[src/rtl/stall_ctrl_pkg.sv]
// stall_ctrl_pkg
//   Shared definitions for the pipeline hazard / stall controller:
//   Tuse/Tnew encodings, default multiply/divide busy lengths and the
//   hard-wired zero register index.
package stall_ctrl_pkg;

  // Tuse: cycles from D until the operand is consumed. TUSE_NONE means the
  // operand is not read at all; since Tnew never exceeds 2 it cannot stall.
  localparam logic [1:0] TUSE_0    = 2'd0;
  localparam logic [1:0] TUSE_1    = 2'd1;
  localparam logic [1:0] TUSE_2    = 2'd2;
  localparam logic [1:0] TUSE_NONE = 2'd3;

  // Tnew: cycles until an in-flight producer's result can be forwarded.
  localparam logic [1:0] TNEW_0 = 2'd0;
  localparam logic [1:0] TNEW_1 = 2'd1;
  localparam logic [1:0] TNEW_2 = 2'd2;

  // Busy cycles of the multiply/divide unit after a start.
  localparam int MULT_CYCLES_DEF = 5;
  localparam int DIV_CYCLES_DEF  = 10;

  // $zero is never a real dependency.
  localparam logic [4:0] ZERO = 5'd0;

endpackage

[src/rtl/stall_ctrl_md_busy_counter.sv]
// md_busy_counter
//   Tracks the busy window of the multiply/divide unit with a down-counter.
//   A start loads DIV_CYCLES or MULT_CYCLES (start wins over decrement, so a
//   start while busy reloads). The counter then decrements to 0 and holds.
// Ports:
//   clk     in  clock
//   reset   in  synchronous, active-high; clears the counter
//   start   in  mult/div issuing this cycle
//   is_div  in  1 = div/divu, 0 = mult/multu (qualified by start)
//   busy    out counter nonzero
module md_busy_counter
  import stall_ctrl_pkg::*;
#(
  parameter int MULT_CYCLES = MULT_CYCLES_DEF,
  parameter int DIV_CYCLES  = DIV_CYCLES_DEF,
  parameter int CNT_W       = 4
) (
  input  logic clk,
  input  logic reset,
  input  logic start,
  input  logic is_div,
  output logic busy
);

  localparam logic [CNT_W-1:0] MULT_LD = CNT_W'(MULT_CYCLES);
  localparam logic [CNT_W-1:0] DIV_LD  = CNT_W'(DIV_CYCLES);
  localparam logic [CNT_W-1:0] CNT_ONE = CNT_W'(1);

  logic [CNT_W-1:0] cnt;
  logic [CNT_W-1:0] cnt_nxt;

  always_comb begin
    cnt_nxt = cnt;
    if (start) begin
      cnt_nxt = is_div ? DIV_LD : MULT_LD;
    end else if (cnt != '0) begin
      cnt_nxt = cnt - CNT_ONE;
    end
  end

  always_ff @(posedge clk) begin
    if (reset) begin
      cnt <= '0;
    end else begin
      cnt <= cnt_nxt;
    end
  end

  assign busy = (cnt != '0);

endmodule

[src/rtl/stall_ctrl.sv]
// stall_ctrl
//   Hazard and stall controller for the five-stage MIPS core. Each cycle it
//   decides, combinationally, whether PC and IF/ID hold and whether a bubble
//   enters ID/EX. RAW hazards are found by comparing the D-stage sources
//   against E/M destinations with Tuse/Tnew timing; HI/LO users wait in D
//   while the multiply/divide unit is starting or busy.
//
//   Optional feature macro STALL_STATS_EN adds two 32-bit performance
//   counters (total stall cycles and mult/div stall cycles).
//
// Ports:
//   clk, reset                 clock, synchronous active-high reset
//   d_rs, d_rt                 D-stage source register addresses
//   d_tuse_rs, d_tuse_rt       Tuse per source (3 = not read)
//   d_is_md                    D instruction uses the mult/div unit or HI/LO
//   e_wa, e_tnew               E-stage destination (0 = none) and Tnew
//   m_wa, m_tnew               M-stage destination (0 = none) and Tnew
//   e_md_start, e_md_is_div    mult/div issuing in E, and its kind
//   stall_pc, stall_fd         hold PC / IF/ID
//   flush_de                   clear ID/EX
//   md_busy                    mult/div busy counter nonzero
//   stall_cycles               (STALL_STATS_EN) cycles with any stall
//   md_stall_cycles            (STALL_STATS_EN) cycles with a mult/div stall
module stall_ctrl
  import stall_ctrl_pkg::*;
#(
  parameter int MULT_CYCLES = MULT_CYCLES_DEF,
  parameter int DIV_CYCLES  = DIV_CYCLES_DEF,
  parameter int CNT_W       = 4
) (
  input  logic        clk,
  input  logic        reset,
  input  logic [4:0]  d_rs,
  input  logic [4:0]  d_rt,
  input  logic [1:0]  d_tuse_rs,
  input  logic [1:0]  d_tuse_rt,
  input  logic        d_is_md,
  input  logic [4:0]  e_wa,
  input  logic [1:0]  e_tnew,
  input  logic [4:0]  m_wa,
  input  logic [1:0]  m_tnew,
  input  logic        e_md_start,
  input  logic        e_md_is_div,
  output logic        stall_pc,
  output logic        stall_fd,
  output logic        flush_de,
  output logic        md_busy
`ifdef STALL_STATS_EN
  ,
  output logic [31:0] stall_cycles,
  output logic [31:0] md_stall_cycles
`endif
);

  logic busy_raw;
  logic rs_hit_e;
  logic rs_hit_m;
  logic rt_hit_e;
  logic rt_hit_m;
  logic stall_rs;
  logic stall_rt;
  logic stall_md;
  logic stall;

  md_busy_counter #(
    .MULT_CYCLES (MULT_CYCLES),
    .DIV_CYCLES  (DIV_CYCLES),
    .CNT_W       (CNT_W)
  ) u_md_busy_counter (
    .clk    (clk),
    .reset  (reset),
    .start  (e_md_start),
    .is_div (e_md_is_div),
    .busy   (busy_raw)
  );

  // A producer only stalls the consumer if its result arrives later than
  // the consumer needs it. Bubbles carry wa = 0, so RAW stalls resolve as
  // the producer advances with no state of their own.
  assign rs_hit_e = (d_rs == e_wa) && (e_tnew > d_tuse_rs);
  assign rs_hit_m = (d_rs == m_wa) && (m_tnew > d_tuse_rs);
  assign rt_hit_e = (d_rt == e_wa) && (e_tnew > d_tuse_rt);
  assign rt_hit_m = (d_rt == m_wa) && (m_tnew > d_tuse_rt);

  assign stall_rs = (d_rs != ZERO) && (rs_hit_e || rs_hit_m);
  assign stall_rt = (d_rt != ZERO) && (rt_hit_e || rt_hit_m);

  // The start cycle itself counts as busy for a waiting HI/LO user, since
  // the counter is only loaded at the end of that cycle.
  assign stall_md = d_is_md && (e_md_start || busy_raw);

  assign stall = stall_rs || stall_rt || stall_md;

  // All outputs are forced low while reset is asserted.
  assign stall_pc = stall && !reset;
  assign stall_fd = stall && !reset;
  assign flush_de = stall && !reset;
  assign md_busy  = busy_raw && !reset;

`ifdef STALL_STATS_EN
  logic [31:0] stall_cnt;
  logic [31:0] md_stall_cnt;

  always_ff @(posedge clk) begin
    if (reset) begin
      stall_cnt    <= '0;
      md_stall_cnt <= '0;
    end else begin
      if (stall) begin
        stall_cnt <= stall_cnt + 32'd1;
      end
      if (stall_md) begin
        md_stall_cnt <= md_stall_cnt + 32'd1;
      end
    end
  end

  assign stall_cycles    = reset ? 32'd0 : stall_cnt;
  assign md_stall_cycles = reset ? 32'd0 : md_stall_cnt;
`endif

endmodule

[config.mk]
export PLATFORM = sky130hd
export DESIGN_NAME = stall_ctrl
export DESIGN_NICKNAME = d
export VERILOG_FILES = /design/src/rtl/stall_ctrl_pkg.sv /design/src/rtl/stall_ctrl_md_busy_counter.sv /design/src/rtl/stall_ctrl.sv
export SDC_FILE = /design/constraint.sdc
export NUM_CORES = 1
export LEC_CHECK = 0
export ABC_AREA = 1
export CORE_UTILIZATION = 38
export CTS_CLUSTER_DIAMETER = 120
export DETAILED_ROUTE_END_ITERATION = 7
export PLACE_DENSITY = 0.77
export RECOVER_POWER = 100
export SYNTH_ARGS = -nofsm -noshare
export SYNTH_HDL_FRONTEND = slang
export SYNTH_SLANG_ARGS = --single-unit
[constraint.sdc]
create_clock -name clk -period 1.31 [get_ports clk]
set_input_delay 0.131 -clock clk [delete_from_list [all_inputs] [get_ports clk]]
set_output_delay 0.131 -clock clk [all_outputs]
set_load 0.01 [all_outputs]
==> impl_metrics.ini <==
[sta]
fin_crit_ns = 1.55
hold_viol_final = 0
hold_slack_ns = 0.477
max_freq_mhz = 643
fin_worst_skew_ns = 0.00120
drv_slew = 0
relSlewSlack = 0.841
setup_viol = 4
worstMarginPinSlew_ns = 0.238
period_share = 1.19
rsz0062_at_grt = yes
worst_slack_ns = -0.244

[route]
drtAntennaViolNets = 0
first_iter_violations = 23
wl_per_cell_um = 12.5
vias = 1155
routed_wl_mm = 3.02
drtPass1Iterations = 4
drc = 0
routed_via_density = 4.79

[flow_run]
maxCapViolCount = 0

[critical_path]
startpoint = d_tuse_rt[1]
reg2reg_depth = 6
crit_path_start_kind = primary input
r2r-end = u_md_busy_counter.cnt[2]
worst-path-buf-inv = 5
worstSetupPathType = in2out
cp.depth = 15
rrSetupSlack_ns = 0.02
timing.rr.start = u_md_busy_counter.cnt[1]
endpoint = stall_pc
worstPathMaxFanout = 3
path_cells = buf_8, inv_8, ha_4, nand2_2, inv_2, nor2_2, nand2_1, nor2_2, nand2_1, nand2_1, nand2_1, nand3_1, nand2_1, inv_2, buf_6
crit_family = simple AND/OR/NAND/NOR gates
cpMostUsedCell = nand2_1
cp_slowest_cell = ha_4
setup.worst_path.end_class = output port
worst_ep_required_time_ns = 1.18
cpPeakStageDelay_ns = 0.19
worstPathArrival_ns = 1.42

[place]
placed_area_um2 = 1350
portBuffers = 36
dp_hpwl_mm = 2.17
gp_congestion = 0.908

[yosys]
synth_fp_nets = 201
yosys.area_share.simple = 0.404
synthMuxAreaShare = 0
synth_compound_area_frac = 0.0919
synth_top_cell_area_share = 0.239
netlist_area_um2 = 831
synth_area_leaders = nand2_1 24%, ha_1 15%, inv_1 14%
synth_top_family_by_area = simple AND/OR/NAND/NOR gates
synth_cell_type_count = 18
ys_seq_area_frac = 0.0964
synth_top_area_cell = nand2_1
syn-instance-count = 158
synthAdderAreaFrac = 0.151
synth_xor_area_frac = 0.0633
ys_warn_count = 0
avgSynthCellArea_um2 = 5.26
ys_seq_elements = 4

[layout]
areaGrowthSynthToFinish_pct = 80.9
diodes = 0
largest_reg_flops = 4
drive_above_1_share = 0.346
num-nets-final = 259
fin_area_um2 = 1500
largest_register = u_md_busy_counter.cnt
reg_top3 = u_md_busy_counter.cnt: 4 flops

[floorplan]
die_h_um = 48.8
die_width_um = 48.8
core-area_um2 = 2000
boundaryPins = 37
start_util = 0.415
dieArea_um2 = 2380
row_count = 16

[grt]
grt_max_degree = 6
grt_antenna_before_repair = 0
grt_overflow_total = 0
grt_pass1_vias = 1219
track_usage = 0.257
grt_pass1_wl_mm = 4.75

[clocking]
cts.hold.buffers_added = 0
cts_tree = done
cts_buffers = 3
h-tree-depth = 1
clk_path_buf_depth = 2
cts_sinks = 4
cts_root_buf = clkbuf_4
clkTransAtPathRegs_ns = 0.03
clk_latency_ns = 0.23

[run_status]
status = complete, but fails checks
violations = negative setup slack

[power]
power.density_nw_per_um2 = 591
ir_worst_vdd_uv = 517
leakagePower_nw = 0.828

[worst_hold_path]
hold_class = reg2reg
==> layout make-up <==
| type | count | area, um^2 |
|---|---|---|
| multi-input cells | 113 | 742 |
| fillers | 170 | 499 |
| repair buffers | 55 | 463 |
| inverters | 39 | 159 |
| flip-flops and latches | 4 | 82.6 |
| well taps | 27 | 33.8 |
| clock buffers | 3 | 22.5 |
==> synth_stat cells <==
cell	instances
nand2_1	53
inv_1	31
nor2_1	14
nand3_1	11
ha_1	10
a21oi_1	7
inv_2	7
dfxtp_1	4
o21ai_0	4
xor2_1	4
a211oi_1	2
buf_4	2
nor2_2	2
nor3_1	2
xnor2_1	2
a31oi_1	1
clkinv_1	1
nand4_1	1
==> worst min-delay path: cells and delay by family, from the launching register on <==
kind,cells,cell delay (ns)
buffers and inverters,1,0.05
flip-flops,1,0.32
AO/OA/AOI/OAI,1,0.08
==> where the power goes <==
| group | internal (W) | switching, W | leakage [nW] |
|---|---|---|---|
| Sequential | 0.000143 | 0.0000111 | 0.0338 |
| Clock | 0.000102 | 0.0000425 | 0.0138 |
| Combinational | 0.000298 | 0.000292 | 0.780 |
| Total | 0.000543 | 0.000345 | 0.828 |
==> routing by layer <==
layer / share of wire / vias to the layer above / GRT usage
li1: - / 590 / -
met1: 0.39 / 499 / 0.250
met2: 0.53 / 52 / 0.516
met3: 0.038 / 14 / 0.0346
met4: 0.041 / 0 / 0.127
met5: 0 / - / 0
==> cells in the final DEF, fill, tap and decap left out, types with 3 or more instances in the layout <==
| cell type | Yosys | layout |
|---|---|---|
| a21oi_1 | 7 | 5 |
| buf_2 | 0 | 4 |
| buf_4 | 2 | 18 |
| buf_6 | 0 | 6 |
| clkbuf_4 | 0 | 3 |
| clkdlybuf4s50_1 | 0 | 4 |
| dlygate4sd2_1 | 0 | 20 |
| ha_4 | 0 | 8 |
| inv_1 | 31 | 22 |
| inv_2 | 7 | 13 |
| nand2_1 | 53 | 50 |
| nand2_2 | 0 | 3 |
| nand3_1 | 11 | 9 |
| nor2_1 | 14 | 11 |
| nor2_2 | 2 | 5 |
| xor2_1 | 4 | 4 |
==> kinds of logic (layout without fill, tap and decap cells) <==
group | after synthesis | count (layout)
and+or+nand+nor | 83 | 83
buffers and inverters | 41 | 97
AOI/OAI and AO/OA | 14 | 14
adders and majority gates | 10 | 10
xor gates and xnor gates | 6 | 6
DFF | 4 | 4
==> what timing repair did <==
item                       CTS  global route
setup endpoints to repair    4             6
setup buffers                1             0
pin swaps                   30            14
gates resized for setup    102            13
==> worst min path at each step <==
stage / startpoint / to / slack (ns) / depth (start not counted)
finish: u_md_busy_counter.cnt[0] / u_md_busy_counter.cnt[0] / 0.48 / 2
global placement: u_md_busy_counter.cnt[0] / u_md_busy_counter.cnt[0] / 0.46 / 2
floorplan: reset / u_md_busy_counter.cnt[0] / 0.29 / 3
global route: u_md_busy_counter.cnt[0] / u_md_busy_counter.cnt[0] / 0.53 / 2
detailed placement: u_md_busy_counter.cnt[0] / u_md_busy_counter.cnt[0] / 0.46 / 2
CTS: u_md_busy_counter.cnt[0] / u_md_busy_counter.cnt[0] / 0.47 / 2
==> stage by stage <==
| step | setup TNS (ns) | cells | util | setup slack (ns) | power (W) |
|---|---|---|---|---|---|
| 6_report | -0.748 | 241 | 0.751 | -0.244 | 0.000888 |
| 5_1_grt | -1.09 | 241 | 0.751 | -0.340 | 0.000958 |
| 4_1_cts | -0.447 | 241 | 0.733 | -0.149 | 0.000846 |
| 3_5_place_dp | -3.20 | 237 | 0.672 | -0.971 | 0.000651 |
| 3_3_place_gp | -3.11 | 237 | 0.672 | -0.957 | 0.000634 |
| 2_1_floorplan | 0 | 158 | - | 0.00158 | 0.000387 |
Power figures use the tool's default switching activity.
